<file path="src/rtl/pulse_count_rx_if.sv">
// Link and read-port signals of the pulse-counter serial readout receiver.
// The receiver takes the slave view; the driving side (transmitter/host) takes master.
interface pulse_count_rx_if #(
    parameter int unsigned W = 16
);
    logic         serial_in;
    logic         sl_in;
    logic [2:0]   a_in;
    logic         ovf_ch_in;
    logic         ovf_global_in;
    logic         data_valid;
    logic [W-1:0] data_out;
    logic [2:0]   addr_out;
    logic         frame_err;
    logic         addr_err;
    logic [7:0]   frame_cnt;
    logic         ovf_sticky;
    logic [2:0]   rd_addr;
    logic [W-1:0] rd_data;
    logic         rd_ovf;

    modport slave (
        input  serial_in, sl_in, a_in, ovf_ch_in, ovf_global_in, rd_addr,
        output data_valid, data_out, addr_out, frame_err, addr_err, frame_cnt, ovf_sticky,
               rd_data, rd_ovf
    );

    modport master (
        output serial_in, sl_in, a_in, ovf_ch_in, ovf_global_in, rd_addr,
        input  data_valid, data_out, addr_out, frame_err, addr_err, frame_cnt, ovf_sticky,
               rd_data, rd_ovf
    );
endinterface

</file>
<file path="src/rtl/pulse_count_rx.sv">
// Deserializes the pulse-counter readout stream (MSB first, framed by sl_in) and stores
// each completed word in a per-channel register bank with a combinational read port.
module pulse_count_rx #(
    parameter int unsigned W   = 16,
    parameter int unsigned NCH = 5
) (
    input  logic            clk,
    input  logic            reset,
    pulse_count_rx_if.slave bus
);

    localparam int unsigned CntW = $clog2(W);
    localparam logic [3:0]  NchL = 4'(NCH);

    typedef enum logic {StIdle, StShift} state_e;

    state_e            state_q, state_d;
    logic [W-1:0]      shreg_q, shreg_d;
    logic [CntW-1:0]   bit_cnt_q, bit_cnt_d;
    logic [2:0]        addr_lat_q, addr_lat_d;
    logic              ovf_lat_q, ovf_lat_d;
    logic [W-1:0]      data_out_q, data_out_d;
    logic [2:0]        addr_out_q, addr_out_d;
    logic              data_valid_q, data_valid_d;
    logic              frame_err_q, frame_err_d;
    logic              addr_err_q, addr_err_d;
    logic [7:0]        frame_cnt_q, frame_cnt_d;
    logic              ovf_sticky_q, ovf_sticky_d;
    logic [W-1:0]      bank_q [NCH];
    logic [W-1:0]      bank_d [NCH];
    logic [NCH-1:0]    bank_ovf_q, bank_ovf_d;

    logic [W-1:0]      word;
    logic              addr_ok;
    logic [W-1:0]      rd_data_c;
    logic              rd_ovf_c;

    // The word completes on the edge that samples its last bit, so it includes serial_in.
    assign word    = {shreg_q[W-2:0], bus.serial_in};
    assign addr_ok = {1'b0, addr_lat_q} < NchL;

    always_comb begin
        state_d      = state_q;
        shreg_d      = shreg_q;
        bit_cnt_d    = bit_cnt_q;
        addr_lat_d   = addr_lat_q;
        ovf_lat_d    = ovf_lat_q;
        data_out_d   = data_out_q;
        addr_out_d   = addr_out_q;
        data_valid_d = 1'b0;
        frame_err_d  = 1'b0;
        addr_err_d   = 1'b0;
        frame_cnt_d  = frame_cnt_q;
        ovf_sticky_d = ovf_sticky_q | bus.ovf_global_in;
        bank_d       = bank_q;
        bank_ovf_d   = bank_ovf_q;

        unique case (state_q)
            StIdle: begin
                if (bus.sl_in) begin
                    state_d    = StShift;
                    addr_lat_d = bus.a_in;
                    ovf_lat_d  = bus.ovf_ch_in;
                    shreg_d    = '0;
                    bit_cnt_d  = '0;
                end
            end
            StShift: begin
                if (bus.sl_in) begin
                    // Early strobe: drop the partial word and restart on the new address.
                    frame_err_d = 1'b1;
                    addr_lat_d  = bus.a_in;
                    ovf_lat_d   = bus.ovf_ch_in;
                    shreg_d     = '0;
                    bit_cnt_d   = '0;
                end else begin
                    shreg_d   = word;
                    bit_cnt_d = bit_cnt_q + 1'b1;
                    if (bit_cnt_q == CntW'(W - 1)) begin
                        state_d      = StIdle;
                        data_out_d   = word;
                        addr_out_d   = addr_lat_q;
                        data_valid_d = 1'b1;
                        if (addr_ok) begin
                            for (int i = 0; i < NCH; i++) begin
                                if (addr_lat_q == 3'(i)) begin
                                    bank_d[i]     = word;
                                    bank_ovf_d[i] = ovf_lat_q;
                                end
                            end
                            frame_cnt_d  = frame_cnt_q + 8'd1;
                            ovf_sticky_d = ovf_sticky_d | ovf_lat_q;
                        end else begin
                            addr_err_d = 1'b1;
                        end
                    end
                end
            end
            default: state_d = StIdle;
        endcase
    end

    always_ff @(posedge clk) begin
        if (reset) begin
            state_q      <= StIdle;
            shreg_q      <= '0;
            bit_cnt_q    <= '0;
            addr_lat_q   <= '0;
            ovf_lat_q    <= 1'b0;
            data_out_q   <= '0;
            addr_out_q   <= '0;
            data_valid_q <= 1'b0;
            frame_err_q  <= 1'b0;
            addr_err_q   <= 1'b0;
            frame_cnt_q  <= '0;
            ovf_sticky_q <= 1'b0;
            bank_ovf_q   <= '0;
            for (int i = 0; i < NCH; i++) begin
                bank_q[i] <= '0;
            end
        end else begin
            state_q      <= state_d;
            shreg_q      <= shreg_d;
            bit_cnt_q    <= bit_cnt_d;
            addr_lat_q   <= addr_lat_d;
            ovf_lat_q    <= ovf_lat_d;
            data_out_q   <= data_out_d;
            addr_out_q   <= addr_out_d;
            data_valid_q <= data_valid_d;
            frame_err_q  <= frame_err_d;
            addr_err_q   <= addr_err_d;
            frame_cnt_q  <= frame_cnt_d;
            ovf_sticky_q <= ovf_sticky_d;
            bank_ovf_q   <= bank_ovf_d;
            bank_q       <= bank_d;
        end
    end

    always_comb begin
        rd_data_c = '0;
        rd_ovf_c  = 1'b0;
        for (int i = 0; i < NCH; i++) begin
            if (bus.rd_addr == 3'(i)) begin
                rd_data_c = bank_q[i];
                rd_ovf_c  = bank_ovf_q[i];
            end
        end
    end

    assign bus.data_valid = data_valid_q;
    assign bus.data_out   = data_out_q;
    assign bus.addr_out   = addr_out_q;
    assign bus.frame_err  = frame_err_q;
    assign bus.addr_err   = addr_err_q;
    assign bus.frame_cnt  = frame_cnt_q;
    assign bus.ovf_sticky = ovf_sticky_q;
    assign bus.rd_data    = rd_data_c;
    assign bus.rd_ovf     = rd_ovf_c;

endmodule

</file>
<file path="src/flat_wrapper.sv">
// flat-port wrapper written by rule: the top's interface ports become plain ports
module pulse_count_rx_flat 
#(
    parameter int unsigned W   = 16,
    parameter int unsigned NCH = 5
)
  (clk, reset, bus_serial_in, bus_sl_in, bus_a_in, bus_ovf_ch_in, bus_ovf_global_in, bus_rd_addr, bus_data_valid, bus_data_out, bus_addr_out, bus_frame_err, bus_addr_err, bus_frame_cnt, bus_ovf_sticky, bus_rd_data, bus_rd_ovf);
  pulse_count_rx_if #(.W(W)) bus_i ();
  input  logic clk;
  input  logic reset;
  input wire logic [$bits(bus_i.serial_in)-1:0] bus_serial_in;
  input wire logic [$bits(bus_i.sl_in)-1:0] bus_sl_in;
  input wire logic [$bits(bus_i.a_in)-1:0] bus_a_in;
  input wire logic [$bits(bus_i.ovf_ch_in)-1:0] bus_ovf_ch_in;
  input wire logic [$bits(bus_i.ovf_global_in)-1:0] bus_ovf_global_in;
  input wire logic [$bits(bus_i.rd_addr)-1:0] bus_rd_addr;
  output wire logic [$bits(bus_i.data_valid)-1:0] bus_data_valid;
  output wire logic [$bits(bus_i.data_out)-1:0] bus_data_out;
  output wire logic [$bits(bus_i.addr_out)-1:0] bus_addr_out;
  output wire logic [$bits(bus_i.frame_err)-1:0] bus_frame_err;
  output wire logic [$bits(bus_i.addr_err)-1:0] bus_addr_err;
  output wire logic [$bits(bus_i.frame_cnt)-1:0] bus_frame_cnt;
  output wire logic [$bits(bus_i.ovf_sticky)-1:0] bus_ovf_sticky;
  output wire logic [$bits(bus_i.rd_data)-1:0] bus_rd_data;
  output wire logic [$bits(bus_i.rd_ovf)-1:0] bus_rd_ovf;
  assign bus_i.serial_in = bus_serial_in;
  assign bus_i.sl_in = bus_sl_in;
  assign bus_i.a_in = bus_a_in;
  assign bus_i.ovf_ch_in = bus_ovf_ch_in;
  assign bus_i.ovf_global_in = bus_ovf_global_in;
  assign bus_i.rd_addr = bus_rd_addr;
  assign bus_data_valid = bus_i.data_valid;
  assign bus_data_out = bus_i.data_out;
  assign bus_addr_out = bus_i.addr_out;
  assign bus_frame_err = bus_i.frame_err;
  assign bus_addr_err = bus_i.addr_err;
  assign bus_frame_cnt = bus_i.frame_cnt;
  assign bus_ovf_sticky = bus_i.ovf_sticky;
  assign bus_rd_data = bus_i.rd_data;
  assign bus_rd_ovf = bus_i.rd_ovf;
  pulse_count_rx #(.W(W), .NCH(NCH)) u_core (.clk(clk), .reset(reset), .bus(bus_i));
endmodule
</file>
<file path="config.mk">
export PLATFORM = sky130hd
export DESIGN_NAME = pulse_count_rx_flat
export DESIGN_NICKNAME = d
export VERILOG_FILES = /design/src/rtl/pulse_count_rx_if.sv /design/src/rtl/pulse_count_rx.sv /design/src/flat_wrapper.sv
export SDC_FILE = /design/constraint.sdc
export NUM_CORES = 1
export LEC_CHECK = 0
export CORE_ASPECT_RATIO = 2
export CORE_MARGIN = 1.5
export CORE_UTILIZATION = 30
export CTS_CLUSTER_DIAMETER = 30
export DETAILED_ROUTE_END_ITERATION = 16
export PLACE_DENSITY = 0.48
export SETUP_SLACK_MARGIN = 0.15
export SKIP_LAST_GASP = 1
export SLEW_MARGIN = 40
export SYNTH_ARGS = -nofsm -noshare
export SYNTH_HDL_FRONTEND = slang
export SYNTH_SLANG_ARGS = --single-unit
</file>
<file path="constraint.sdc">
create_clock -name clk -period 2.15 [get_ports clk]
set_clock_uncertainty 0.1 [all_clocks]
set_input_delay 0.215 -clock clk [delete_from_list [all_inputs] [get_ports clk]]
set_output_delay 0.215 -clock clk [all_outputs]
set_load 0.005 [all_outputs]
</file>
Word level (Yosys, flattened, before mapping) --
Cells that the tools add are included.
Storage, ports and cells: bits in latches 0, logic and storage cells 80, ROM bits 0, bits in registers 140, bits of input ports 12, memory bits (writable) 0, output and inout port bits 48, memories kept 0
Cells by class: add/sub/neg operators 2, reduce and logical (&&, ||, !) cells 12, order comparisons 1, bitwise operators 5, divide/modulo/power cells 0, shift operators 0, equality and inequality tests 10, mux-type cells 28, $mul 0
Operators by type and width (count):
- 16-bit two-way mux | 5
- 15-bit two-way mux | 2
- 15-bit case mux with 2 select lines | 1
- 5-bit AND reduction | 5
- 1-bit two-way mux | 15
- 3-bit by 2-bit equality test with 1-bit output, second input constant | 4
- 8-bit by 1-bit adder with 8-bit output, second input constant | 1
- 4-bit two-way mux | 2
- 4-bit case mux with 2 select lines | 1
- 3-bit by 1-bit equality test with 1-bit output, second input constant | 2
- 3-bit equality test, second input constant | 2
- 3-bit logical NOT | 2
- 4-bit by 1-bit adder with 4-bit output, second input constant | 1
- 4-bit equality test, second input constant | 1
- 4-bit AND reduction | 1
- 4-bit OR reduction | 1
- 3-bit < comparator, second input constant | 1
- 3-bit two-way mux | 1
- 1-bit inverter | 3
- 3-bit AND reduction | 1
- 3-bit OR reduction | 1
- 2-bit inequality test, second input constant | 1
- 1-bit OR | 2
- 1-bit case mux with 2 select lines | 1
- 2-bit OR reduction | 1

Depth between registers and ports, before layout --
word-level depth 6, depth in mapped cells 8, depth with buffers taken out 5

Worst setup path before layout --
OpenSTA, ideal clock, no wires.
path type reg2reg, start register u_core.bit_cnt_q[0], end register u_core.bank_q[21] in the netlist's numbering, data arrival time 1.621 ns, setup time 0.128 ns, buffers on the path 3, cell stages (with the launch flop) 9, data required time 1.922 ns, slack 0.302 ns, period minus slack after synthesis 1.848 ns, cell sequence dfxtp_1 > ha_1 > nand4_2 > buf_6 > nor4_4 > buf_6 > buf_8 > mux2i_1 > nor2_1
On the way: longest elaborated chain between the ends 2
Ends and longest elaborated chain:
- start, declared | line pulse_count_rx.sv:19 | logic [CntW-1:0] bit_cnt_q, bit_cnt_d;
- start signal, assigned | line pulse_count_rx.sv:124 | bit_cnt_q <= bit_cnt_d;
- 4-bit equality test | line pulse_count_rx.sv:79 | if (bit_cnt_q == CntW'(W - 1)) begin
- 5-bit AND reduction (no source line)
- end signal, assigned | line pulse_count_rx.sv:135 | bank_q <= bank_d;
- end, declared | line pulse_count_rx.sv:29 | logic [W-1:0] bank_q [NCH];
Every way passes these cells. A chain may end at the register's enable or synchronous reset.

Worst setup path after layout --
start register u_core.bank_q[18] in the netlist's numbering, end output port bus_rd_data[2]
On the way: longest elaborated chain between the ends 2
Ends and longest elaborated chain:
- 16-bit two-way mux (2 in series) | line pulse_count_rx.sv:143 | if (bus.rd_addr == 3'(i)) begin
- end, declared | line flat_wrapper.sv:24 | output wire logic [$bits(bus_i.rd_data)-1:0] bus_rd_data;
Every way passes these cells.

==> flow_summary.yaml <==
run_status:
  status: "completed"
timing:
  tightest_slew_ns: 0.549
  slew_headroom_pct: 63.4
  slew_viol_final: 0
  setup_slack_ns: 0.209
  setup_viol: 0
  period_needed_ns: 1.94
  finalCritPeriodShare_pct: 90.3
  clock.fmax_ghz: 0.515
  hold_viol_final: 0
  rsz0062_at_grt: "yes"
floorplanning:
  rows: 72
  start_util_pct: 30.4
  die_h_um: 200
  io_pins: 60
  core_area_mm2: 0.0192
  die_w_um: 102
  die_area_mm2: 0.0204
power_and_ir_drop:
  powerDensity_mw_per_mm2: 751
  max-vdd-ir-drop_v: 0.000468
  p_leak_nw: 2.70
  pwr-share-seq_pct: 45.5
  p_int_mw: 4.45
  clockPowerShare_pct: 50.3
  combPwrFrac_pct: 4.1
  p_sw_mw: 1.31
  power_mw: 5.75
  switching_share_pct: 22.7
global_routing:
  grt_pass1_wl_um: 27100
  grt_max_degree: 122
  grt.overflow.total: 0
  grt_use_total_pct: 17.7
  antenna_found_initial: 0
  grt_pass1_vias: 4930
placed_design:
  portBuffers: 59
  dp.final_hpwl_um: 11300
  dp_slack_ns: -0.316
  place.gp.congestion: 0.785
setup_path:
  worst-endpoint-arrival_ns: 1.63
  crit_fanout: 2
  crit_type: "flop to output port"
  path_cells: "mux4_2 > inv_2 > o21ai_1 > dlygate4sd2_1"
  end_kind: "output port"
  start_kind: "flop"
  critPathSlowestCell: "mux4_2"
  slowest_delay_ns: 0.47
  cp_data_required_time_ns: 1.84
clock_network:
  cts_max_level: 4
  root_buffer: "clkbuf_16"
  clock-sinks: 140
  worstSkewPairLatency_ns: 0.42
  cts_tree: "built"
  numCtsBuffers: 17
  cts.path.max_buffers: 2
  clk_pin_slew_ns: 0.06
cells_and_area:
  syn_to_final_growth_pct: 31.1
  regArea_mm2: 0.00281
  drive_above_1_share_pct: 15.3
  multiInputGateArea_mm2: 0.00275
  nets: 747
  fin_util_pct: 39.9
  final_common_cell: "nand2_1"
  fill_cells: 1967
  diodes: 0
  mostFrequentLayoutCells: "152 x nand2_1, 138 x dfxtp_1, 80 x a21oi_1, 77 x nor2_1, 61 x mux2i_1"
yosys:
  syn_area_per_cell_um2: 8.75
  yosysWarningCount: 0
  syn_nets: 682
  synth.distinct_cells: 38
  synth_cells: 668
  ys_seq_area_share_pct: 48.0
  synth.cell_area_mm2: 0.00584
  synth-seq-cells: 140
detailed_routing:
  num_vias: 4817
  viasPerCell: 4.79
  firstDrtPassIters: 4
  wl_per_cell_um: 17.5
  wl_um: 17600
  drtAntennaViolNets: 0
  drc_errors: 0
  drt_iter0_markers: 268
run:
  cap_violations: 0
worst_hold_path:
  hold_class: "input port to flop"
cell type report:
class / count / share of cell area (%)
sequential: 140 / 36.6
clock buffer: 19 / 5.79
multi-input combinational: 455 / 35.9
timing repair buffer: 109 / 15.1
tap: 259 / 4.23
inverter: 10 / 0.490
clock inverter: 13 / 1.86
worst max-delay path, delay by kind of cell (launching register included):
family	cells	cell delay [ns]
AO/OA/AOI/OAI	1	0.07
buffers and inverters	2	0.36
flip-flops	1	0.31
multiplexers	1	0.47
cells in the mapped netlist:
master / count / area (um2)
mux4_2: 9 / 203
and2_1: 2 / 12.5
o21a_1: 1 / 7.51
mux2_1: 1 / 11.3
or4_1: 3 / 22.5
nand4_2: 1 / 12.5
buf_2: 15 / 75.1
nand2b_1: 2 / 12.5
nor2_2: 1 / 6.26
nor2_1: 77 / 289
nor4b_1: 2 / 17.5
buf_8: 1 / 15.0
or2_1: 3 / 18.8
nor4_1: 3 / 18.8
nand2_1: 152 / 571
dfxtp_1: 140 / 2800
inv_1: 8 / 30.0
nand3_1: 5 / 25.0
buf_4: 2 / 15.0
nor3_2: 1 / 10.0
mux2i_1: 63 / 631
ha_1: 2 / 25.0
o22ai_1: 8 / 50.1
xor2_1: 2 / 17.5
xnor2_1: 6 / 52.6
a22oi_1: 8 / 60.1
o21ai_1: 9 / 45.0
clkbuf_1: 39 / 146
nor4b_2: 1 / 15.0
a211oi_1: 1 / 7.51
clkinv_1: 2 / 7.51
a21bo_1: 1 / 10.0
nor2b_1: 4 / 25.0
nor4_4: 4 / 85.1
nand4_1: 1 / 6.26
buf_6: 6 / 67.6
a21oi_1: 80 / 400
nand3b_1: 2 / 15.0
power by group through the flow:
stage	combinational, mW	sequential [mW]	clock, mW
after floorplan	0.130	2.67	0
after global placement	0.212	2.68	0
after detailed placement	0.214	2.68	0
after CTS	0.240	2.62	2.96
after global routing	0.253	2.62	3.05
final	0.238	2.62	2.89
path summary, 6_finish.rpt:
check                           start                 to  slack [ns]  cells past startpoint
setup / recovery    u_core.bank_q[18]     bus_rd_data[2]        0.21                      4
hold / removal                  reset   u_core.ovf_lat_q        0.25                      3
setup reg to reg  u_core.bit_cnt_q[1]  u_core.bank_q[19]        0.25                      9
hold reg to reg     u_core.bank_q[34]  u_core.bank_q[34]        0.35                      2
sequential cells by signal, indices dropped and copies added (netlist names), 3 cells and up:
register,flops
u_core.addr_lat_q,3
u_core.shreg_q,15
u_core.bank_q,80
u_core.bus.addr_out,3
u_core.bit_cnt_q,4
u_core.bus.frame_cnt,8
u_core.bank_ovf_q,5
u_core.bus.data_out,16
through the flow:
step,TNS [ns],area (um2),cells,hold WS (ns)
2_1_floorplan,0,5840,668,0.195
3_3_place_gp,-4.62,6780,953,0.335
3_5_place_dp,-4.29,6780,953,0.344
4_1_cts,0,7610,1002,0.253
5_1_grt,0,7660,1005,0.273
6_report,0,7660,1005,0.248
what timing repair did:
item,CTS,global route
hold buffers,0,0
pin swaps,3,3
buffers inserted,15,2
setup endpoints to repair,90,40
resized for setup,41,11
gates cloned,2,1
metal layers:
layer | vias to the layer above | track usage (%) | wire length (um)
met5 | - | 0 | 0
met4 | 0 | 7.94 | 531
met3 | 28 | 3.14 | 471
met2 | 98 | 32.8 | 9880
met1 | 2346 | 18.8 | 6710
li1 | 2345 | - | -
logic make-up after synthesis:
logic type                 count (synthesis)  share of synthesized area [%]
and+or+nand+nor                          264                           19.9
DFF                                      140                           48.0
AOI/OAI and AO/OA                        108                           9.94
buffers and inverters                     73                           6.10
muxes                                     73                           14.5
xor gates and xnor gates                   8                           1.20
adders and majority gates                  2                          0.428
Power figures use the tool's default switching activity.
